File: config.mk
export PLATFORM = sky130hd
export DESIGN_NAME = noc_flit_injector
export DESIGN_NICKNAME = d
export VERILOG_FILES = /design/src/rtl/noc_flit_injector_pkg.sv /design/src/rtl/noc_credit_counter.sv /design/src/rtl/noc_flit_injector.sv
export SDC_FILE = /design/constraint.sdc
export NUM_CORES = 1
export LEC_CHECK = 0
export BUFFER_PORTS_ARGS = -buffer_cell sky130_fd_sc_hd__buf_2
export CORE_UTILIZATION = 50
export CTS_BUF_LIST = sky130_fd_sc_hd__clkbuf_8
export DETAILED_ROUTE_END_ITERATION = 7
export GPL_TIMING_DRIVEN = 1
export HOLD_SLACK_MARGIN = 0.08
export PLACE_DENSITY = 0.93
export SYNTH_ARGS = -nofsm -noshare
export SYNTH_HDL_FRONTEND = slang
export SYNTH_HIERARCHICAL = 1
export SYNTH_SLANG_ARGS = --single-unit
File: constraint.sdc
create_clock -name Clk -period 7.6 [get_ports Clk]
set_input_delay 0 -clock Clk [delete_from_list [all_inputs] [get_ports Clk]]
set_output_delay 0 -clock Clk [all_outputs]
set_load 0.01 [all_outputs]
File: src/rtl/noc_flit_injector_pkg.sv
// noc_flit_injector_pkg: shared FSM encoding and field-width helper for the flit injector
package noc_flit_injector_pkg;
    typedef enum logic [0:0] {IDLE, SEND} state_t;
    function automatic int field_bits(input int n);
        return (n > 1) ? $clog2(n) : 1;
    endfunction
endpackage

File: src/rtl/noc_credit_counter.sv
// noc_credit_counter: saturating per-VC credit counter with sticky overflow flag
module noc_credit_counter
    import noc_flit_injector_pkg::*;
#(
    parameter int CREDITS = 4,
    parameter int CNT_W = 3
) (
    input  logic             clk,
    input  logic             rst,
    input  logic             dec,
    input  logic             inc,
    output logic [CNT_W-1:0] count,
    output logic             err
);
    always_ff @(posedge clk) begin
        if (rst) begin
            count <= CNT_W'(CREDITS);
            err <= 1'b0;
        end else if (inc && !dec) begin
            if (count == CNT_W'(CREDITS)) err <= 1'b1;
            else count <= count + 1'b1;
        end else if (dec && !inc) begin
            count <= count - 1'b1;
        end
    end
endmodule

File: src/rtl/noc_flit_injector.sv
// noc_flit_injector: turns packet requests plus payload words into credit-checked flits
// for a CONNECT send port, one flit per cycle.
module noc_flit_injector
    import noc_flit_injector_pkg::*;
#(
    parameter int FLIT_DATA_WIDTH = 64,
    parameter int NUM_VCS = 2,
    parameter int NUM_DESTS = 9,
    parameter int CREDITS_PER_VC = 4,
    parameter int MAX_PKT_FLITS = 8,
    localparam int VC_BITS = field_bits(NUM_VCS),
    localparam int DEST_BITS = field_bits(NUM_DESTS),
    localparam int LEN_BITS = $clog2(MAX_PKT_FLITS + 1),
    localparam int CNT_W = $clog2(CREDITS_PER_VC + 1),
    localparam int FLIT_W = 2 + DEST_BITS + VC_BITS + FLIT_DATA_WIDTH
) (
    input  logic                       Clk,
    input  logic                       reset,
    input  logic                       req_valid,
    output logic                       req_ready,
    input  logic [DEST_BITS-1:0]       req_dest,
    input  logic [VC_BITS-1:0]         req_vc,
    input  logic [LEN_BITS-1:0]        req_len,
    input  logic                       data_valid,
    output logic                       data_ready,
    input  logic [FLIT_DATA_WIDTH-1:0] data_in,
    output logic [FLIT_W-1:0]          flit_out,
    output logic                       flit_send,
    input  logic [VC_BITS:0]           credit_in,
    output logic [NUM_VCS*CNT_W-1:0]   credit_count,
    output logic [31:0]                pkts_sent,
    output logic                       credit_err,
    output logic                       busy
);
    state_t state;
    logic [DEST_BITS-1:0] dest;
    logic [VC_BITS-1:0] cur_vc;
    logic [LEN_BITS-1:0] len, idx;
    logic [CNT_W-1:0] cnt [NUM_VCS];
    logic [NUM_VCS-1:0] dec, inc, err;
    logic xfer, tail;

    assign busy = state == SEND;
    assign req_ready = !busy && !reset;
    assign data_ready = busy && cnt[cur_vc] != '0;
    assign xfer = data_ready && data_valid;
    assign tail = idx == len - 1'b1;
    assign credit_err = |err;

    for (genvar v = 0; v < NUM_VCS; v++) begin : g_vc
        assign dec[v] = xfer && cur_vc == VC_BITS'(v);
        assign inc[v] = credit_in[VC_BITS] && credit_in[VC_BITS-1:0] == VC_BITS'(v);
        assign credit_count[v*CNT_W +: CNT_W] = cnt[v];
        noc_credit_counter #(.CREDITS(CREDITS_PER_VC), .CNT_W(CNT_W)) u_cnt (
            .clk(Clk),
            .rst(reset),
            .dec(dec[v]),
            .inc(inc[v]),
            .count(cnt[v]),
            .err(err[v])
        );
    end

    // Reset mid-packet drops the packet silently: no tail is ever emitted for it.
    always_ff @(posedge Clk) begin
        if (reset) begin
            state <= IDLE;
            flit_out <= '0;
            flit_send <= 1'b0;
            pkts_sent <= '0;
            dest <= '0;
            cur_vc <= '0;
            len <= '0;
            idx <= '0;
        end else begin
            flit_send <= xfer;
            flit_out <= xfer ? {1'b1, tail, dest, cur_vc, data_in} : '0;
            if (!busy && req_valid) begin
                state <= SEND;
                dest <= req_dest;
                cur_vc <= req_vc;
                len <= req_len == '0 ? LEN_BITS'(1) : req_len;
                idx <= '0;
            end
            if (xfer) begin
                idx <= idx + 1'b1;
                if (tail) begin
                    state <= IDLE;
                    pkts_sent <= pkts_sent + 32'd1;
                end
            end
        end
    end
endmodule
# [After elaboration in Yosys (flattened, before gate mapping)]
# Cells that the tools add are included.
[totals] register_bits=126 inputBits=79 output_inout_bits=114
[classes] addsub=7 n_lt_le_gt_ge=1 eq_ne=5 muxes=16 n_bitwise=4 reduce_logical=30
[op_table] operator="$mux W71" n=1
[op_table] operator="$add A32 B1 Y32 const B" n=1
[op_table] operator="$mux W3" n=9
[op_table] operator="$logic_and A1 B1 Y1" n=12
[op_table] operator="$mux W4" n=3
[op_table] operator="$reduce_and A2 Y1" n=5
[op_table] operator="$add A3 B1 Y3 const B" n=2
[op_table] operator="$eq A3 B3 Y1 const B" n=2
[op_table] operator="$logic_not A1 Y1" n=6
[op_table] operator="$reduce_bool A2 Y1" n=3
[op_table] operator="$sub A3 B1 Y3 const B" n=2
[op_table] operator="$add A4 B1 Y4 const B" n=1
[op_table] operator="$eq A4 B4 Y1" n=1
[op_table] operator="$logic_not A4 Y1" n=1
[op_table] operator="$ne A2 B2 Y1 const B" n=2
[op_table] operator="$reduce_or A2 Y1" n=2
[op_table] operator="$sub A4 B1 Y4 const B" n=1
[op_table] operator="$mux W1" n=3
[op_table] operator="$not A1 Y1" n=3
[op_table] operator="$reduce_bool A3 Y1" n=1
[op_table] operator="$ge A2 B2 Y1 const B" n=1
[op_table] operator="$not A1 Y2" n=1

# [Depth between registers and ports, before layout]
# Gate-level depths: netlist (run 1).
[logic_depth] word_depth=12 ltp_mapped=10

# [By module]
# Netlist (run 1), hierarchy kept.
[by_module_without_submodules] mod="noc_flit_injector" instances=1 cells_per_inst=433 area_per_inst_um2=4192.8 seq_area_each_um2=2342.2
[by_module_without_submodules] mod="noc_credit_counter" instances=2 cells_per_inst=27 area_per_inst_um2=259.0 seq_area_each_um2=80.1

# [Worst setup path after synthesis (run 1)]
# OpenSTA, ideal clock, no wires.
[synth_path] path_type="reg-to-reg" startpoint="register g_vc[1].u_cnt.count[0]" endpoint="register g_vc[1].u_cnt.count[2]" arrival_ns=2.769 required_time_ns=7.472 slack_ns=4.703 stages_incl_launch_ff=11 path_buffers=1 period_less_slack_ns=2.897 path_cell_list="dfxtp_1 -> or4b_1 -> and4b_1 -> buf_2 -> and2_1 -> and2b_2 -> inv_1 -> fa_1 -> or3b_4 -> o211ai_2 -> o211ai_2"
[synth_between] elab_chain_cells=11 word_cells_on_any_way=19 classes_between="2 x add/sub; 2 x eq/ne; 6 x mux; 9 x reduce/logical"
[synth_lines] item="from (decl)" line_no="noc_credit_counter.sv:12" source="output logic [CNT_W-1:0] count,"
[synth_lines] item="from (signal assigned)" line_no="noc_credit_counter.sv:17" source="count <= CNT_W'(CREDITS);"
[synth_lines] item="from (signal assigned)" line_no="noc_credit_counter.sv:21" source="else count <= count + 1'b1;"
[synth_lines] item="from (signal assigned)" line_no="noc_credit_counter.sv:23" source="count <= count - 1'b1;"
[synth_lines] item="$mux W3 (not written as such) (*) (3 in a row)" line_no="noc_flit_injector.sv:45" source="assign data_ready = busy && cnt[cur_vc] != '0;"
[synth_lines] item="$reduce_bool A3 Y1 (*)" line_no="noc_flit_injector.sv:45"
[synth_lines] item="$logic_and A1 B1 Y1 (*)" line_no="noc_flit_injector.sv:45"
[synth_lines] item="$logic_and A1 B1 Y1 (*)" line_no="noc_flit_injector.sv:46" source="assign xfer = data_ready && data_valid;"
[synth_lines] item="$logic_and A1 B1 Y1 (*)" line_no="noc_flit_injector.sv:51" source="assign dec[v] = xfer && cur_vc == VC_BITS'(v);"
[synth_lines] item="via dec[1]" line_no="noc_flit_injector.sv:40" source="logic [NUM_VCS-1:0] dec, inc, err;"
[synth_lines] item="$logic_not A1 Y1" line_no="noc_credit_counter.sv:19" source="end else if (inc && !dec) begin"
[synth_lines] item="$logic_and A1 B1 Y1" line_no="noc_credit_counter.sv:19"
[synth_lines] item="$ne A2 B2 Y1 (no source line) or $reduce_bool A2 Y1 (tied branches)"
[synth_lines] item="$reduce_and A2 Y1 (no source line)"
# Mark *: on every way through the listed nets, which the timed path passes. The rest lies on a longest branch. The select of a mux whose other input is x is not followed.
# A chain may end at the register's enable or synchronous reset.

# [Worst setup path after layout (run 1)]
[layout_path] startpoint="register g_vc[0].u_cnt.count[0]" endpoint="register g_vc[1].u_cnt.count[2]"
[layout_between] elab_chain_cells=11 word_cells_on_any_way=14 classes_between="1 x eq/ne; 4 x mux; 9 x reduce/logical"
[layout_lines] item="from (decl)" line_no="noc_credit_counter.sv:12"
[layout_lines] item="from (signal assigned)" line_no="noc_credit_counter.sv:17"
[layout_lines] item="from (signal assigned)" line_no="noc_credit_counter.sv:21"
[layout_lines] item="from (signal assigned)" line_no="noc_credit_counter.sv:23"
[layout_lines] item="$mux W3 (not written as such) (*) (3 in a row)" line_no="noc_flit_injector.sv:45"
[layout_lines] item="$reduce_bool A3 Y1 (*)" line_no="noc_flit_injector.sv:45"
[layout_lines] item="$logic_and A1 B1 Y1 (*)" line_no="noc_flit_injector.sv:45"
[layout_lines] item="$logic_and A1 B1 Y1 (*)" line_no="noc_flit_injector.sv:46"
[layout_lines] item="$logic_and A1 B1 Y1 (*)" line_no="noc_flit_injector.sv:51"
[layout_lines] item="via dec[1]" line_no="noc_flit_injector.sv:40"
[layout_lines] item="$logic_not A1 Y1" line_no="noc_credit_counter.sv:19"
[layout_lines] item="$logic_and A1 B1 Y1" line_no="noc_credit_counter.sv:19"
[layout_lines] item="$ne A2 B2 Y1 (no source line) or $reduce_bool A2 Y1 (tied branches)"
[layout_lines] item="$reduce_and A2 Y1 (no source line)"
# Marked as above.

==> results of run 1 <==
-- placed cells by master, fill, tap and decap left out, drive strengths merged, types with 3 or more instances in the layout --
cell type    netlist  layout
mux2i              5       5
buf                9     192
clkbuf            16      17
nand4             11      11
nand3             13      13
nor2              18      18
inv               17      22
and2              72      72
diode              0       4
nor3              10      10
o211ai             4       4
or3               18      18
xor2               5       5
bufinv             0       4
dlygate4sd3        0      74
clkinv             0       5
o31ai              9       9
dfxtp            125     125
o21ai             22      22
or2                3       3
xnor2              6       6
ha                 3       3
nand2             35      35
nor2b              5       5
a21oi             43      43
or4                9       9
-- repair_timing --
item	CTS	global route
endpoints found under the setup margin	0	0
gates resized for setup	0	0
hold buffers	74	0
hold endpoints to repair	74	0
-- final cells by class --
| type | instances | area share [%] |
|---|---|---|
| antenna | 4 | 0.146 |
| tap | 111 | 2.02 |
| clock buffer | 17 | 3.40 |
| multi-input combinational | 320 | 29.4 |
| inverter | 17 | 0.928 |
| clock inverter | 14 | 3.00 |
| sequential | 125 | 36.4 |
| timing repair buffer | 266 | 24.7 |
-- through the flow --
step	hold WS [ps]	setup WS, ps	cells	area [um^2]
6_report	142	4390	874	6880
5_1_grt	156	4190	874	6880
4_1_cts	82.8	4510	870	6870
3_5_place_dp	201	4540	765	5690
3_3_place_gp	200	4650	765	5690
2_1_floorplan	72.4	4700	487	4710
-- cells by family (layout without fill, tap and decap cells) --
family | count (synthesis) | in the layout
AO/OA/AOI/OAI | 85 | 85
XOR/XNOR | 12 | 12
adder cells (fa/ha/maj) | 5 | 5
buffers and inverters | 42 | 314
flip-flops | 125 | 125
multiplexers | 6 | 6
other | 0 | 4
AND/OR/NAND/NOR | 212 | 212
-- layer usage --
layer | vias up | global-route usage, % | wire [um]
met3 | 79 | 8.23 | 1040
met2 | 258 | 62.3 | 8730
met4 | 0 | 21.8 | 930
met5 | - | 0 | 0
li1 | 2190 | - | -
met1 | 2261 | 30.9 | 5480
-- critical path: cells and delay by family, from the launching register on --
| family | cells | cell delay [ps] |
|---|---|---|
| AO/OA/AOI/OAI | 2 | 190 |
| buffers and inverters | 1 | 80 |
| adder cells (fa/ha/maj) | 1 | 420 |
| flip-flops | 1 | 400 |
| AND/OR/NAND/NOR | 5 | 2010 |
-- report_power, final --
part / internal [mW] / switching (mW)
combinational: 0.0687 / 0.0639
clock: 0.364 / 0.299
sequential: 0.669 / 0.0115
total: 1.10 / 0.375
-- flip-flops by register name, indices dropped and copies added, names as in the netlist --
register          cells
flit_out             71
busy                  1
len                   4
cur_vc                1
g_vc.u_cnt/err        2
g_vc.u_cnt/count      6
idx                   4
pkts_sent            32
dest                  4
-- how the worst max path moves through the flow --
stage,from,to,slack (ps),depth (start not counted)
3_5_place_dp,g_vc[0].u_cnt/count[0],g_vc[1].u_cnt/count[2],4540,9
3_3_place_gp,g_vc[0].u_cnt/count[0],g_vc[1].u_cnt/count[2],4650,9
5_1_grt,g_vc[0].u_cnt/count[0],g_vc[1].u_cnt/count[2],4190,9
2_1_floorplan,g_vc[1].u_cnt/count[0],g_vc[1].u_cnt/count[2],4700,10
4_1_cts,g_vc[0].u_cnt/count[0],g_vc[1].u_cnt/count[2],4510,9
6_report,g_vc[0].u_cnt/count[0],g_vc[1].u_cnt/count[2],4390,9
==> summary.txt, run 1 <==
Clock network
  • Max clock buf depth: 2
  • Root Driver: clkbuf_8
  • Postcts setup bufs: 0
  • Worst-path clk slew: 80 ps
  • Clk_lat worst skew: between 400 and 500 ps
  • Cts bufs inserted: 17
  • CTS tree: built
  • H-tree levels: 4
  • Clk sinks: 125

Yosys
  • Synth Register Bits: 125
  • Post-synthesis simple-gate area fraction: between 20% and 30%
  • Mapped Cells: roughly 490
  • Share of the synthesized area in the top cell type: 53.1%
  • Adder-cell share of the synthesized area: 1.65%
  • XOR/XNOR share of the synthesized area: under 10%
  • Cell taking the most area after synthesis: dfxtp_1
  • Mux contribution to synthesized area: 1.30%
  • Main flop type after synthesis: dfxtp_1
  • Synth Area in Compound Gates: around a tenth
  • Post-synth EDFFs: 0
  • Post-Syn Area per Cell: 9.67 um^2
  • Most common cell in the netlist: dfxtp_1
  • Largest family of logic cells by synthesized area: simple AND/OR/NAND/NOR gates
  • Most frequent cells after synthesis: 125 x dfxtp_1, 72 x and2_1, 43 x a21oi_1
  • Post-synthesis cell area: around 0.0047 mm^2
  • Area contributors post-synth: dfxtp_1 53%, and2_1 9.6%, a21oi_1 4.6%
  • Async S/R FF share, synth: 0%
  • Syn Nets: 571
  • Unique masters post-synth: 48
  • Synth warn: 6
  • Sequential-to-total area share from yosys stat: 53.1%

Worst setup path
  • Max incr delay on CP: 650 ps
  • CP max stage cell: nor4_1
  • CP most frequent cell: o211ai_2
  • CP Max Fanout: 8
  • FF-to-FF End: g_vc[1].u_cnt/count[2]
  • CP required: roughly 8000 ps
  • FF-to-FF Start: g_vc[0].u_cnt/count[0]
  • R2r setup slk: 4390 ps
  • Critical Path AT: 3520 ps
  • Setup CP Type: flop to flop
  • Critical Path End Type: flop
  • Worst reg-to-reg path cell count: 9
  • Crit-path cells: nor4_1 > and4b_1 > and2_1 > and2b_2 > inv_1 > fa_1 > or3b_4 > o211ai_2 > o211ai_2
  • Startpoint types: flop

Power and ir drop
  • Pwr dens: 215 mW/mm^2
  • P_leak: 3.15 nW
  • Maximum vdd drop: 0.187 mV
  • PnR Total Power: 1.48 mW

Placed design
  • PortBufs: 192
  • GP Congestion: 0.893
  • Detail Placement HPWL: 8.07 mm

Timing
  • FMAX: 311 MHz
  • Fin. max-slew vios: 0
  • Worst Tran Pin Value: 1120 ps
  • Slew Limit Headroom: 25.1%
  • Fin crit period: 3210 ps
  • Final setup viols: 0
  • Layout Skew: between 20 and 25 ps
  • Tcrit/Tclk final: 42.3%
  • Fin Setup TNS: 0 ps
  • Hold Fails Final Rpt: 0
  • Unrepaired setup endpoints after global routing: no

GRT
  • Vias in the first global route: 4848
  • Largest net degree at the start of global routing: 70
  • First-pass GRT wire length: around 24 mm
  • GRT overflow: 0
  • Initial antenna violation count: 4
  • GRT Resource Usage Total: 32.8%

Hold path
  • Hold Path Depth: 4
  • Min-delay worst type: primary input to flop
  • Hold Startpoint: credit_in[0]
  • WHS Endpoint: g_vc[0].u_cnt/count[0]

Floorplanning
  • Row count: 35
  • IO Count: roughly 190
  • Die height: 99.1 um
  • Die ar.: slightly below 0.01 mm^2
  • Initial Utilization: 51.2%
  • Core Region: 0.00920 mm^2
  • Chip Width: 99.1 um

Routing
  • Post-DR wirelength/cell: 18.5 um
  • Vias/cell: 5.48
  • Total wire length: 16.2 mm
  • Routed vias: 4788
  • # DRC: 0
  • Initial DRT Pass Iterations: 4
  • Antenna Nets Post-Route: 0
  • Initial DRC Count: 228

Finish
  • FF/Latch Area: ~0.0025 mm^2
  • Post-Route Utilization: 74.8%
  • Area delta synth->final: 46.0%
  • Layout cells sized above 1: 32.0%
  • Filler cell count: 573
  • Area of the multi-input gates: slightly above 0.002 mm^2
  • Post-layout nets: 831

Outcome
  • Status: finished clean

Flow run
  • Maxcap violations: 0
(Power assumes the default switching activity.)
==> inputs of run 2 (changes only) <==
Settings changed: ABC_AREA from default to 1, CORE_UTILIZATION 50 to 46, PLACE_DENSITY 0.93 to 0.88.
Clock period 7.6 ns to 2.8 ns, I/O delays scaled along.
==> run 2 against run 1 <==
Compared with the run above:
- non-clock buffer count is 15 higher
- highest routed layer unchanged
- global-route usage is 1.7 points lower
- final cell count is 36% higher
- combinational power grew to 3.2 times the previous value
- count of clock-buffer cells in the layout is 2 higher
- setup slack worse by 3700 ps
- flip-flop and latch count stayed put
- synthesized cell count is 55% higher
- largest power group unchanged
- critical path type unchanged
- clock power is 140% higher
- critical endpoint is now pkts_sent[19]
- sequential share of layout area is 3.4 points lower
==> summary.txt, run 2 <==
Outcome
  • Status: finished clean

Routing
  • # DRC: 0
  • Initial DRC Count: approximately 440
  • Post-DR wirelength/cell: 15.0 um
  • Vias/cell: 4.95
  • Total wire length: 17.8 mm
  • Routed vias: 5871
  • Antenna Nets Post-Route: 0
  • Metal3 WL: between 1 and 1.5 mm
  • Top sig layer: met4
  • Met2 Routed Length: between 8 and 9 mm
  • WL met1: slightly below 7 mm
  • Initial DRT Pass Iterations: 6

Floorplanning
  • Die ar.: 0.0119 mm^2
  • IO Count: 193
  • Die height: 109 um
  • Core Region: 0.0110 mm^2
  • Initial Utilization: 47.9%
  • Chip Width: 109 um
  • Row count: 38

Timing
  • Layout Skew: approximately 10 ps
  • Fin crit period: 2150 ps
  • Hold Fails Final Rpt: 0
  • Fin. max-slew vios: 0
  • Fin Setup TNS: 0 ps
  • Hold Worst Slack: 104 ps
  • Setup ws final: 651 ps
  • Tcrit/Tclk final: 76.8%
  • Unrepaired setup endpoints after global routing: no
  • FMAX: 465 MHz
  • Worst Tran Pin Value: around 580 ps
  • Final setup viols: 0
  • Slew Limit Headroom: 61.6%

Worst setup path
  • Crit-path cells: inv_1 > ha_1 > xor2_1 > nand2_1 > nor2_4 > nand2_4 > nor2_4 > nand2_1 > a21oi_1
  • CP Max Fanout: 23
  • R2r setup slk: about 650 ps
  • Setup CP Type: flop to flop
  • Max incr delay on CP: 450 ps
  • Critical Path End Type: flop
  • CP required: 3180 ps
  • CP delay by family, top: simple AND/OR/NAND/NOR gates
  • Critical Path AT: 2530 ps
  • CP max stage cell: nor2_4
  • Startpoint types: flop
  • WP buf/inv: 1

Flow run
  • Maxcap violations: 0

GRT
  • Largest net degree at the start of global routing: 38
  • Initial antenna violation count: 0
  • Vias in the first global route: roughly 5600
  • GRT overflow: 0
  • First-pass GRT wire length: roughly 28 mm
  • GRT Resource Usage Total: 31.1%

Finish
  • Area delta synth->final: 43.7%
  • Leading cell type in the layout, fill and taps excluded: nand2_1
  • Largest register by flop count: flit_out
  • Top flop regs: flit_out: 71 flops, pkts_sent: 32 flops, g_vc.u_cnt/count: 6 flops
  • Non-Filler Instances: 1185
  • N_diodes: 0
  • Post-layout nets: ~1100
  • Layout cells sized above 1: approximately a quarter
  • Largest register FFs: 71
  • Most frequent cells in the layout: 199 x nand2_1, 192 x buf_2, 145 x nor2_1

Clock network
  • Cts bufs inserted: 17
  • Worst-path clk slew: about 80 ps
  • Resized cells post-CTS: 0
  • CTS tree: built
  • Max clock buf depth: 2
  • H-tree levels: 4
  • Root Driver: clkbuf_8
  • Clk sinks: 125
  • Clk_lat worst skew: 450 ps

Placed design
  • Detail Placement HPWL: 10.3 mm
  • GP Congestion: 0.914
  • Placed cells: 1070
  • PortBufs: ~190
  • Place WS: 749 ps

Yosys
  • Most frequent cells after synthesis: 200 x nand2_1, 145 x nor2_1, 125 x dfxtp_1
  • Synth warn: 6
  • Area contributors post-synth: dfxtp_1 47%, nand2_1 14%, nor2_1 10%
  • Unique masters post-synth: 27
  • Sequential-to-total area share from yosys stat: 47.4%
  • Share of the synthesized area in the top cell type: around 47%
  • Post-synthesis cell area: 0.00528 mm^2
  • Syn Nets: around 840
  • Post-Syn Area per Cell: 7.02 um^2
  • Synth Register Bits: 125
  • Main flop type after synthesis: dfxtp_1
  • Most common cell in the netlist: nand2_1
  • Mapped Cells: roughly 750
  • Post-synth EDFFs: 0
  • Async S/R FF share, synth: 0%
  • Cell taking the most area after synthesis: dfxtp_1

Power and ir drop
  • Pwr dens: 514 mW/mm^2
  • P_leak: approximately 3.9 nW
  • Maximum vdd drop: around 0.43 mV
  • PnR Total Power: 3.90 mW

Hold path
  • Min-delay worst type: primary input to flop
==> run 2: changes by cell type after synthesis, sizes merged, moves of 5 or more <==
| cell | delta |
|---|---|
| or3 | -18 |
| nand3 | +25 |
| nor2b | -5 |
| nor3 | -10 |
| and2 | -72 |
| xor2 | +7 |
| o21ai | -10 |
| nor2 | +133 |
| nand2 | +171 |
| mux2i | -5 |
| inv | +107 |
| or4 | -9 |
| o31ai | -9 |
==> run 2: final timing paths <==
check               startpoint                end  cells after the start
setup / recovery        len[0]      pkts_sent[19]                      9
hold / removal    credit_in[1]  g_vc[1].u_cnt/err                      7
setup reg to reg        len[0]      pkts_sent[19]                      9
hold reg to reg        dest[0]       flit_out[65]                      2
==> run 2: kinds of logic after synthesis <==
logic type	synth area share (%)
buffers and inverters	10.9
AOI/OAI and AO/OA	5.83
adders and majority gates	1.47
xor gates and xnor gates	2.32
DFF	47.4
and+or+nand+nor	32.2
==> run 2: repair_timing <==
action	4_1_cts	5_1_grt
hold buffers	83	0
endpoints found under the setup margin	0	0
setup buffers	0	0
hold endpoints to repair	81	0
==> run 2: metrics by stage <==
step	instance area [um^2]	util (%)
2_1_floorplan	5280	-
3_3_place_gp	6360	57.7
3_5_place_dp	6360	57.7
4_1_cts	7590	68.9
5_1_grt	7590	68.9
6_report	7590	68.9
==> run 2: per-layer routing <==
metal / up-vias / track usage, %
met3: 74 / 9.38
met1: 2665 / 34.1
met4: 0 / 17.1
li1: 2823 / -
met5: - / 0
met2: 309 / 53.4
==> run 2: final cells by class <==
type | instances | area, um^2
fillers | 826 | 3440
flip-flops and latches | 125 | 2500
multi-input cells | 483 | 2210
repair buffers | 281 | 1840
inverters | 124 | 470
clock buffers | 19 | 262
well taps | 140 | 175
clock inverters | 13 | 139
==> run 2: worst min-delay path, stage by stage <==
cell and delay [ps]:
buf_2 100, nand2_1 60, inv_1 70, nand2_4 110, nor2_1 50, nor2_1 80
nor2_1 40
==> run 2: where the power goes <==
| part | switching, mW | internal [mW] |
|---|---|---|
| clock network | 0.781 | 0.840 |
| logic | 0.225 | 0.203 |
| registers | 0.0289 | 1.82 |
| total | 1.03 | 2.87 |
